### config.mk
export PLATFORM = sky130hd
export DESIGN_NAME = game_countdown_timers
export DESIGN_NICKNAME = d
export VERILOG_FILES = /design/src/rtl/game_countdown_timers.sv
export SDC_FILE = /design/constraint.sdc
export NUM_CORES = 1
export LEC_CHECK = 0
export CORE_MARGIN = 2
export CORE_UTILIZATION = 40
export CTS_CLUSTER_SIZE = 8
export DETAILED_ROUTE_END_ITERATION = 7
export PLACE_DENSITY = 0.68
export RECOVER_POWER = 50
export REMOVE_ABC_BUFFERS = 1
export SETUP_SLACK_MARGIN = 0.5
export SLEW_MARGIN = 20
export SYNTH_ARGS = -nofsm -noshare
export SYNTH_HDL_FRONTEND = slang
export SYNTH_SLANG_ARGS = --single-unit
### constraint.sdc
create_clock -name clk -period 2.4 [get_ports clk]
set_clock_uncertainty 0.05 [all_clocks]
set_input_delay 0.48 -clock clk [delete_from_list [all_inputs] [get_ports clk]]
set_output_delay 0.48 -clock clk [all_outputs]
set_load 0.005 [all_outputs]
### src/rtl/game_countdown_timers.sv
// Ready (R) and play (P) second countdowns for the game controller.
// Each channel has its own prescaler and IDLE/RUN/DONE FSM; all outputs are registered.
module game_countdown_timers #(
   parameter int TICK_DIV   = 100000000,
   parameter int READY_SECS = 5,
   parameter int PLAY_SECS  = 30
) (
   input  logic       clk,
   input  logic       reset,
   input  logic       timer_5_start,
   input  logic       timer_30_start,
   input  logic       pause,
   output logic [2:0] timer_5_out,
   output logic [4:0] timer_30_out,
   output logic       ready_done,
   output logic       play_expired
);
   localparam int NUM_CH = 2;
   localparam int PW     = (TICK_DIV > 1) ? $clog2(TICK_DIV) : 1;

   typedef enum logic [1:0] {IDLE, RUN, DONE} state_e;

   logic [NUM_CH-1:0] start;
   assign start = {timer_30_start, timer_5_start};

   for (genvar g = 0; g < NUM_CH; g++) begin : g_ch
      localparam int CW   = (g == 0) ? 3 : 5;
      localparam int LOAD = (g == 0) ? READY_SECS : PLAY_SECS;

      state_e          state_q, state_d;
      logic [CW-1:0]   cnt_q, cnt_d;
      logic [PW-1:0]   pre_q, pre_d;
      logic            done_q, done_d;

      always_ff @(posedge clk) begin
         if (!reset) begin
            state_q <= IDLE;
            cnt_q   <= CW'(LOAD);
            pre_q   <= '0;
            done_q  <= 1'b0;
         end else begin
            state_q <= state_d;
            cnt_q   <= cnt_d;
            pre_q   <= pre_d;
            done_q  <= done_d;
         end
      end

      always_comb begin
         state_d = state_q;
         cnt_d   = cnt_q;
         pre_d   = pre_q;
         done_d  = 1'b0;
         unique case (state_q)
            IDLE: begin
               cnt_d = CW'(LOAD);
               pre_d = '0;
               if (start[g]) state_d = RUN;
            end
            RUN: begin
               // Abort wins over a decrement landing on the same edge.
               if (!start[g]) begin
                  state_d = IDLE;
                  cnt_d   = CW'(LOAD);
                  pre_d   = '0;
               end else if (!pause) begin
                  if (pre_q == PW'(TICK_DIV - 1)) begin
                     pre_d = '0;
                     cnt_d = cnt_q - 1'b1;
                     if (cnt_q == CW'(1)) begin
                        state_d = DONE;
                        done_d  = 1'b1;
                     end
                  end else begin
                     pre_d = pre_q + 1'b1;
                  end
               end
            end
            DONE: begin
               cnt_d = '0;
               pre_d = '0;
               if (!start[g]) begin
                  state_d = IDLE;
                  cnt_d   = CW'(LOAD);
               end
            end
            default: begin
               state_d = IDLE;
               cnt_d   = CW'(LOAD);
               pre_d   = '0;
            end
         endcase
      end

      if (g == 0) begin : g_ready
         assign timer_5_out = cnt_q;
         assign ready_done  = done_q;
      end else begin : g_play
         assign timer_30_out = cnt_q;
         assign play_expired = done_q;
      end
   end

endmodule

After elaboration in Yosys (flattened, before gate mapping)
Index checks and enable logic that the tools add are counted.
{"block": "totals", "elab_cells": 75, "inputBits": 5, "latchBits": 0, "mem_bits_ro": 0, "output_inout_bits": 10, "ff_bits": 68, "memories": 0, "ram_bits": 0}
{"block": "op_classes", "shift": 0, "n_lt_le_gt_ge": 0, "bitwise_logic": 7, "addsub": 4, "mul": 0, "eq_ne": 18, "n_reduce_logical": 10, "n_mux": 28, "div_mod_pow": 0}
{"op": "27-bit by 1-bit adder with 27-bit output, second input constant", "count": 2}
{"op": "27-bit == test, second input constant", "count": 2}
{"op": "27-bit two-way mux", "count": 2}
{"op": "2-bit two-way mux", "count": 12}
{"op": "5-bit two-way mux", "count": 4}
{"op": "3-bit != test, second input constant", "count": 6}
{"op": "3-bit two-way mux", "count": 4}
{"op": "2-bit case mux with 3 select lines", "count": 2}
{"op": "5-bit case mux with 2 select lines", "count": 1}
{"op": "5-bit AND reduction", "count": 2}
{"op": "5-bit OR reduction", "count": 2}
{"op": "2-bit != test, second input constant", "count": 4}
{"op": "1-bit inverter", "count": 7}
{"op": "3-bit case mux with 2 select lines", "count": 1}
{"op": "3-bit AND reduction", "count": 2}
{"op": "5-bit by 1-bit == test with 1-bit output, second input constant", "count": 1}
{"op": "5-bit by 1-bit subtractor with 5-bit output, second input constant", "count": 1}
{"op": "2-bit by 1-bit == test with 1-bit output, second input constant", "count": 2}
{"op": "2-bit == test, second input constant", "count": 2}
{"op": "2-bit logical NOT", "count": 2}
{"op": "2-bit AND reduction", "count": 2}
{"op": "3-bit by 1-bit == test with 1-bit output, second input constant", "count": 1}
{"op": "3-bit by 1-bit subtractor with 3-bit output, second input constant", "count": 1}
{"op": "1-bit two-way mux", "count": 2}

Logic depth before layout (Yosys ltp)
Gate-level depths: netlist of the first run.
{"block": "logic_depth", "depth_word": 6, "depth_mapped": 9, "depth_no_buf": 7}

Worst setup path before layout of the first run
OpenSTA, ideal clock, no wires.
{"block": "synth_timing", "path_kind": "register to register", "startpoint": "register g_ch[0].pre_q[9]", "endpoint": "register g_ch[0].pre_q[16]", "t_arrival_ps": 1991, "synth_period_minus_slack_ps": 2156, "slack_ps": 244, "setup_ps": 115, "t_required_ps": 2235, "path_stages_with_launch": 8, "path_cell_list": "dfxtp_1 > or4_1 > or4_4 > nor3_4 > or2_2 > buf_6 > buf_6 > nor2_1"}
{"block": "synth_via", "elab_chain_cells": 2, "elab_cells_between_ends": 3}
{"element": "start, declared", "line": "32", "text": "logic [PW-1:0] pre_q, pre_d;"}
{"element": "start signal, assigned", "line": "44", "text": "pre_q <= pre_d;"}
{"element": "27-bit by 1-bit adder with 27-bit output or 27-bit == test (tied branches)", "line": "75, 67"}
{"element": "27-bit two-way mux (*)", "line": "67", "text": "if (pre_q == PW'(TICK_DIV - 1)) begin"}
Mark *: on every way between the ends. The rest lies on a longest branch, timed or not.
A chain may end at the register's enable or synchronous reset.

Final worst setup path of the first run
{"block": "layout_timing", "startpoint": "register g_ch[1].pre_q[1]", "endpoint": "register g_ch[1].pre_q[3]"}
{"block": "layout_via", "elab_chain_cells": 2, "elab_cells_between_ends": 3}
{"element": "start, declared", "line": "32"}
{"element": "start signal, assigned", "line": "44"}
{"element": "27-bit by 1-bit adder with 27-bit output or 27-bit == test (tied branches)", "line": "75, 67"}
{"element": "27-bit two-way mux (*)", "line": "67"}
Marked as above.

==> reports/summary.md, run 1 <==
The flow ran to the end, and the final reports show no timing, DRC or antenna violations. The tool flagged a number of max-cap violations equal to 0. For the final routed database, the setup TNS stands at 0 ns.

The count of flip-flops with a built-in enable after synthesis works out to 0. In this run the clock root is driven by a clkbuf_8. By area the synthesized netlist is led by dfxtp_1 40%, xor2_1 7.7%, nor2_1 7.6%, xnor2_1 6.2%, ha_1 4.4%. Synthesis produced a netlist whose cell count is 393. Dividing the final minimum period by the clock period gives 91.4%. Total I/O pin count: 15.

The area of placed instances was 3790 sq um; the slew at the pin with the worst max-slew slack was 0.494 ns. The count of cell types in the netlist came out at 51. TritonCTS built the clock tree. Leaving out filler cells and counting taps, the final layout contains 557. In this run the power density over the cells is 604 nW/um^2.

For the worst-skew pair, the clock arrives at the later sink with an insertion delay of 0.35 ns. The fraction of layout cells with a size suffix above 1 is 25.4%, and the mean routed wirelength per cell is 14.2 um. The run gives 4590 sq um as the summed area of non-filler cells in the final layout. For this run, design rule violations remaining after detail routing come to 0. Area share of the largest cell type after synthesis: 40.0%. The worst setup path is of the flip-flop to flip-flop kind. The final critical delay including setup and external delays was 2.19 ns; the detailed-placement wirelength estimate was 4560 um. After detailed routing, the number of vias per cell comes to 5.25. The repair_antennas step left the layout with diodes totalling 0. Summing over every cut layer, the via total after detailed routing is 2927. For the total global-route track usage, the log shows 17.0%. The first routing iteration left 144 violations.

In this run the worst path has a maximum fanout of 6. The logs give 0.732 mW for the total net switching power and 7920 um for the final routed wirelength across all metal layers. The vertical die dimension is 96.2 um. For the number of hold violations in the final report, the log shows 0. The first TritonRoute pass finished after 5 iterations. Clock-pin slew was measured on the worst setup and hold paths at 0.07 ns. The Yosys warning count is 0, and the count of placed standard cells including taps is 521. Critical path's largest stage delay: 0.44 ns. For the die outline area, the log shows 9250 sq um. The worst hold path was traced through 2 stages. The first global-routing pass estimated 12100 um of wire. The clock network is responsible for 37.9% of the overall power. The initial antenna violation count is 0.

The sequential fraction of the synthesis area came out at 40.0%. The tools report the final worst-path setup slack as 0.207 ns. The via count of the first global-routing pass was 2757. Dividing the synthesized area by the synthesized cell count gives 8.65 sq um. The logs give 2.38 ns for the critical path arrival and 456 MHz for the highest achievable clock rate.

In this run the horizontal extent of the chip is 96.2 um. Internal power comes to 2.04 mW. Counting along the longest clock path gives a buffer depth of 2. The number of buffer cells added on primary ports is 14.

Setup repair after global routing could not meet its margin everywhere. Traced cell by cell, the critical path runs through ha_4, and4b_1, nand4_1, clkbuf_1, nor3_4, or2_1, clkbuf_16, a21oi_1. The kind of start point of the critical path was a flip-flop.

Combinational logic burns 18.3% of the power. The total area inside the core boundary comes to 8220 sq um. Cells fill 55.9% of the core in the end. Buffers inserted during clock tree synthesis total 9. The net count of the finished layout is 464.

The number of pins exceeding their max-slew limit in the final report is 0. The worst setup path is captured at a flip-flop. The area overhead of the layout relative to synthesis is 35.0%, and the leakage dissipation is 1.56 nW.

The final weighted congestion in routability-driven placement is 0.880, and the peak supply drop is 0.368 mV. The initial core utilization was 41.4%. In this run, synthesis produced a sequential element count of 68. Number of logic stages on the critical path including buffering: 8.

After layout, the design draws a total of 2.77 mW. Family of cells with the greatest summed delay on the critical path: simple AND/OR/NAND/NOR gates. The share of total power dissipated in sequential elements is 43.8%.

The number of buffers and inverters on the critical path was 2. Setup violations remaining at the end of the flow were counted as 0. The min-delay analysis places its worst path in the category flip-flop to flip-flop. For this run, the leading register cell type out of synthesis is dfxtp_1. The floorplan has 33 rows.

The slowest stage of the critical path belongs to the cell or2_1. Summed over all instances, the cell type with the most area after synthesis is dfxtp_1. The count of nets left with antenna violations once routing finished came out at 0.

The clock net in this run drives a total of 68 sinks. Final hold analysis gives a worst-case slack of 0.449 ns. The number of cells on the worst reg-to-reg path is 8. After global routing the overflow that remains totals 0.

The count of H-tree levels built during CTS was 3; the post-placement setup slack was -0.167 ns. Data on the critical path is required at its endpoint by 2.58 ns. The mapped cell area is 3400 sq um. The switching part of the total power is 26.4%, and the largest net degree at the start of global routing is 14. The worst relative slew slack came out at 67.0%.

In the synthesized netlist the async set-or-reset flop fraction comes to 0%.
-- flip-flops by register name, indices dropped and copies added (netlist names) --
signal	count
g_ch.pre_q	54
timer_30_out	5
g_ch.state_q	4
timer_5_out	3
play_expired	1
ready_done	1
-- worst reg2reg max path, cell delays in order (launching register included) --
cell       delay [ns]
dfxtp_1          0.40
ha_4             0.16
and4b_1          0.23
nand4_1          0.20
clkbuf_1         0.19
nor3_4           0.12
or2_1            0.44
clkbuf_16        0.26
a21oi_1          0.05
-- power groups by stage --
stage	clock network, mW	registers (mW)	logic (mW)
2_1_floorplan	0	1.24	0.261
3_3_place_gp	0	1.24	0.401
3_5_place_dp	0	1.24	0.412
4_1_cts	1.07	1.22	0.487
5_1_grt	1.13	1.22	0.560
6_report	1.05	1.22	0.509
-- cells in the mapped netlist (all sizes together), types with 2 or more instances --
cell type,n
dfxtp,68
o22ai,2
inv,18
and2,7
mux2i,4
nor3,11
o21a,2
nand2b,3
nand4b,5
nand2,28
o311ai,2
nand3,22
xnor2,24
nand4,15
nor2b,6
xor2,30
and3,4
a221oi,2
buf,7
nor2,69
nor4,6
nor4b,2
clkbuf,4
and4,6
or4,4
a21oi,9
or2,3
ha,12
o21ai,5
-- what timing repair did --
action / in CTS / in global routing
endpoints found under the setup margin: 67 / 66
cloned: 4 / 2
buffers inserted: 9 / 5
hold buffers: 0 / 0
pin swaps: 29 / 22
gates resized for setup: 39 / 67
-- logic make-up after synthesis --
logic type	Yosys count	share of synthesized area, %
compound gates	27	5.52
xor+xnor	54	13.9
fa+ha+maj	12	4.42
buf+inv	29	3.72
flops	68	40.0
mux	5	1.51
simple gates	198	30.9
-- path summary, 6_finish.rpt --
path	startpoint	slack [ns]	endpoint
min reg2reg	g_ch[1].pre_q[3]$_SDFFE_PN0N_	0.45	g_ch[1].pre_q[3]$_SDFFE_PN0N_
min	g_ch[1].pre_q[3]$_SDFFE_PN0N_	0.45	g_ch[1].pre_q[3]$_SDFFE_PN0N_
max	g_ch[1].pre_q[1]$_SDFFE_PN0N_	0.21	g_ch[1].pre_q[3]$_SDFFE_PN0N_
max reg2reg	g_ch[1].pre_q[1]$_SDFFE_PN0N_	0.21	g_ch[1].pre_q[3]$_SDFFE_PN0N_
-- final cells by class --
type / instances / area (sq um)
fill: 710 / 3630
multi-input combinational: 296 / 2200
sequential: 68 / 1370
timing repair buffer: 54 / 604
clock buffer: 12 / 145
tap: 105 / 131
clock inverter: 4 / 72.6
inverter: 18 / 67.6
-- cells in the final DEF, fill, tap and decap left out, types with 3 or more instances in the layout --
cell             count
nor3_1               7
dfxtp_2              6
and2_0               3
xor2_1              30
nand4_1             15
nor2_2              11
and2_1               4
nor4_2               3
clkbuf_8            10
buf_6                5
inv_1               18
buf_12               3
buf_16               4
and4_1               5
clkbuf_1             4
nor2_4              17
nand2_1             28
mux2i_1              4
ha_1                10
nor2_1              41
o21ai_0              4
dlygate4sd3_1       10
dfxtp_1             62
nor2b_1              6
xnor2_1             24
buf_4               24
nand3_1             20
clkdlybuf4s50_1      3
nand4b_1             5
and3_1               4
a21oi_1              8
-- per-layer routing --
layer  share of wire [%]  global-route usage (%)  wire, um  up-vias
li1                    -                       -         -     1456
met1                  45                    20.4      3550     1404
met2                  50                    28.9      3930       53
met3                 3.6                    3.92       287       14
met4                 2.0                    7.02       155        0
met5                   0                       0         0        -
Note: power is estimated with default switching activity, not from simulation.
==> inputs of run 2 (changes only) <==
- CORE_UTILIZATION: 40 -> 60
- PLACE_DENSITY: 0.68 -> 0.9
- SLEW_MARGIN: 20 -> default
==> run 2 against run 1 <==
  * The run now ends with negative setup slack left
  * Hold slack improved by 0.050 ns
  * Non-clock buffer count grew 14
  * Maximum frequency shrank 17%
  * Setup slack worse by 0.46 ns
  * Clock-buffer cell count did not move
  * Combinational power rose by 55%
  * Utilization grew 34 points
  * Routed wire length is 93% higher
  * Via count increased by 32%
  * Global-route usage increased by 18 points
  * Clock power is 19% higher
  * Critical path type unchanged
  * Critical endpoint is now g_ch[1].pre_q[8]$_SDFFE_PN0N_
  * Highest routed layer unchanged
==> reports/summary.md, run 2 (same netlist as run 1, synthesis figures left out) <==
For the summed area of non-filler cells in the final layout, the log shows 4920 sq um. Entering global routing, the biggest net connects 15 pins. The vertical die dimension works out to 79.3 um. The setup check on the worst reg-to-reg path leaves a slack of -0.26 ns.

The worst register-to-register path has a depth of 8. For the number of hold violations in the final report, the log shows 0. Data arrives at the worst endpoint at 2.86 ns. For this design the ratio of total power to cell area is 665 nW/um^2. Setup violations remaining at the end of the flow were counted as 33. The clock reaches the later pin of the worst-skew pair after 0.37 ns. Critical-path cell with the highest stage delay: nor4bb_1. The count of nets left with antenna violations once routing finished came out at 0.

The critical register-to-register path startpoint was g_ch[1].pre_q[19]$_SDFFE_PN0N_. For the final weighted congestion in routability-driven placement, the log shows 0.849. The worst setup path is captured at a flip-flop. The first global-routing pass estimated 16700 um of wire. The total I/O pin count came out at 15.

In this design, the largest share of critical-path delay is due to simple AND/OR/NAND/NOR gates. Via count of the first global-routing pass: 3392. The path class of the tightest hold or removal check is flip-flop to flip-flop. The die span in x was 79.3 um; the mean number of vias per cell was 7.20. In this run the cell area measured after placement is 3770 sq um.

Wires add up to 15300 um. At the pin with the least slew margin, the transition time is 0.632 ns. Data on the critical path is required at its endpoint by 2.60 ns. IR analysis of the VDD net gives a maximum drop of 0.659 mV. The total overflow reported by the global router was 0; the period utilization was 111%. The critical path ends at g_ch[1].pre_q[8]$_SDFFE_PN0N_. After floorplanning, the core was sized to cover 5470 sq um. The initial core utilization was 62.1%; the final-layout worst hold slack was 0.500 ns. For the initial antenna violation count, the log shows 0.

The count of non-filler cells in the finished layout is 538. The final worst-path setup slack was -0.257 ns; the clock sink total was 68. For this run, the detailed router's first-pass iteration total came to 6. Row generation in the floorplan step produced 27 rows. The critical path starts at g_ch[1].pre_q[19]$_SDFFE_PN0N_. The run gives 376 MHz as the highest achievable clock rate. The number of flip-flops under the largest register name works out to 54. The worst setup path is launched from a flip-flop.

CTS built an H-tree with a depth of 3. After layout, the minimum clock period comes to 2.66 ns. The classification of the worst setup path is flip-flop to flip-flop. The tools report the overall power consumption as 3.27 mW.

After detailed routing, the average wire length per cell comes to 28.4 um. The die covers 6280 sq um. The number of buffers and inverters on the critical path is 3, and the leakage dissipation is 1.69 nW. CTS placed an instance of clkbuf_8 at the clock tree root. For this run, the slowest stage of the critical path takes 0.60 ns. The area overhead of the layout relative to synthesis came out at 44.8%. Headroom to the max-slew limit came out at 57.3%. Register containing the most flip-flops in the final layout: g_ch.pre_q.

The signal on the critical path passes through nor4bb_1, nand4_1, clkbuf_1, nor3_4, or2_0, buf_12, buf_4, nor2_4. The number of buffer cells added on primary ports is 14. Setup repair after global routing could not meet its margin everywhere. The post-placement setup slack came out at -0.175 ns.

The checks that failed: negative setup slack. The number of logic stages on the critical path including buffering works out to 8. The routed layout has 3874 vias. The flow ran to the end, but the final reports show violations. TritonCTS built the clock tree. The number of clock buffers added by TritonCTS is 9. Max-cap violations in this run came to 0.

Number of fill cells: 169. The top fanout value on the critical path works out to 7. After detailed placement, the design holds a cell count of 491. Of the cells placed in the final design, the portion with a size suffix greater than 1 is 35.6%. After clock tree synthesis, the clock-pin slew on the worst setup and hold paths is 0.09 ns. Leaving out fill and tap cells, the most frequent cell in the layout is dfxtp_1. The number of pins exceeding their max-slew limit in the final report is 0, and the number of violations reported at the end of detailed-routing iteration 0 is 637. The logs give 5100 um for the detailed-placement wirelength estimate and 0 for the diode insertion count for antenna repair. In the routed design, unresolved DRC markers number 0.

In this run the deepest clock path goes through 2 buffers. In the layout the commonest cells are 55 x dfxtp_1, 35 x nor2_4, 32 x buf_4. Global routing used 34.9% of the available tracks across all layers.

The tools report the endpoint of the worst-slack reg-to-reg timing path as g_ch[1].pre_q[8]$_SDFFE_PN0N_. The net count of the finished layout is 478.
run 2: worst min path at each step:
stage / depth (start not counted) / from / slack, ns / end
2_1_floorplan: 2 / g_ch[1].pre_q[3]$_SDFFE_PN0N_ / 0.40 / g_ch[1].pre_q[3]$_SDFFE_PN0N_
3_3_place_gp: 2 / g_ch[1].pre_q[3]$_SDFFE_PN0N_ / 0.42 / g_ch[1].pre_q[3]$_SDFFE_PN0N_
3_5_place_dp: 2 / timer_5_out[1]$_SDFFE_PN0P_ / 0.43 / timer_5_out[1]$_SDFFE_PN0P_
4_1_cts: 2 / timer_5_out[1]$_SDFFE_PN0P_ / 0.44 / timer_5_out[1]$_SDFFE_PN0P_
5_1_grt: 2 / timer_5_out[1]$_SDFFE_PN0P_ / 0.52 / timer_5_out[1]$_SDFFE_PN0P_
6_report: 2 / timer_5_out[1]$_SDFFE_PN0P_ / 0.50 / timer_5_out[1]$_SDFFE_PN0P_
run 2: layout make-up:
type	count	area [sq um]	share of cell area, %
multi-input combinational	296	2400	48.9
sequential	68	1380	28.0
timing repair buffer	68	729	14.8
clock buffer	12	155	3.15
clock inverter	4	95.1	1.93
tap	72	90.1	1.83
inverter	18	67.6	1.37
run 2: per-layer routing:
| metal | track usage (%) | up-vias | part of all wire [%] |
|---|---|---|---|
| li1 | - | 1480 | - |
| met1 | 37.8 | 1814 | 35 |
| met2 | 58.1 | 427 | 43 |
| met3 | 7.95 | 153 | 13 |
| met4 | 27.9 | 0 | 9.0 |
| met5 | 0 | - | 0 |
run 2: where the power goes:
part / switching (mW) / internal [mW]
clock network: 0.502 / 0.747
logic: 0.435 / 0.355
registers: 0.0656 / 1.17
total: 1.00 / 2.27
run 2: repair_timing:
action	CTS	global route
setup buffers	17	8
pin swaps	10	55
cloned	2	4
hold buffers	0	0
gates resized for setup	26	135
endpoints found under the setup margin	68	68
run 2: stage by stage:
stage                     TNS (ns)  utilization, %
after floorplan                  0               -
after global placement       -4.64            68.9
after detailed placement     -6.62            68.9
after CTS                        0            78.6
after global routing         -4.00            89.9
final                        -5.39            89.9
run 2: tightest hold or removal path, stage by stage (launching register included):
cell and delay, ns:
dfxtp_1 0.34, nand2b_1 0.09, a21oi_1 0.07
==> inputs of run 3 (changes only) <==
- CTS_CLUSTER_SIZE: 8 -> 25
==> results of run 3 <==
The final DEF is identical to that of run 2; final timing and power are the same.
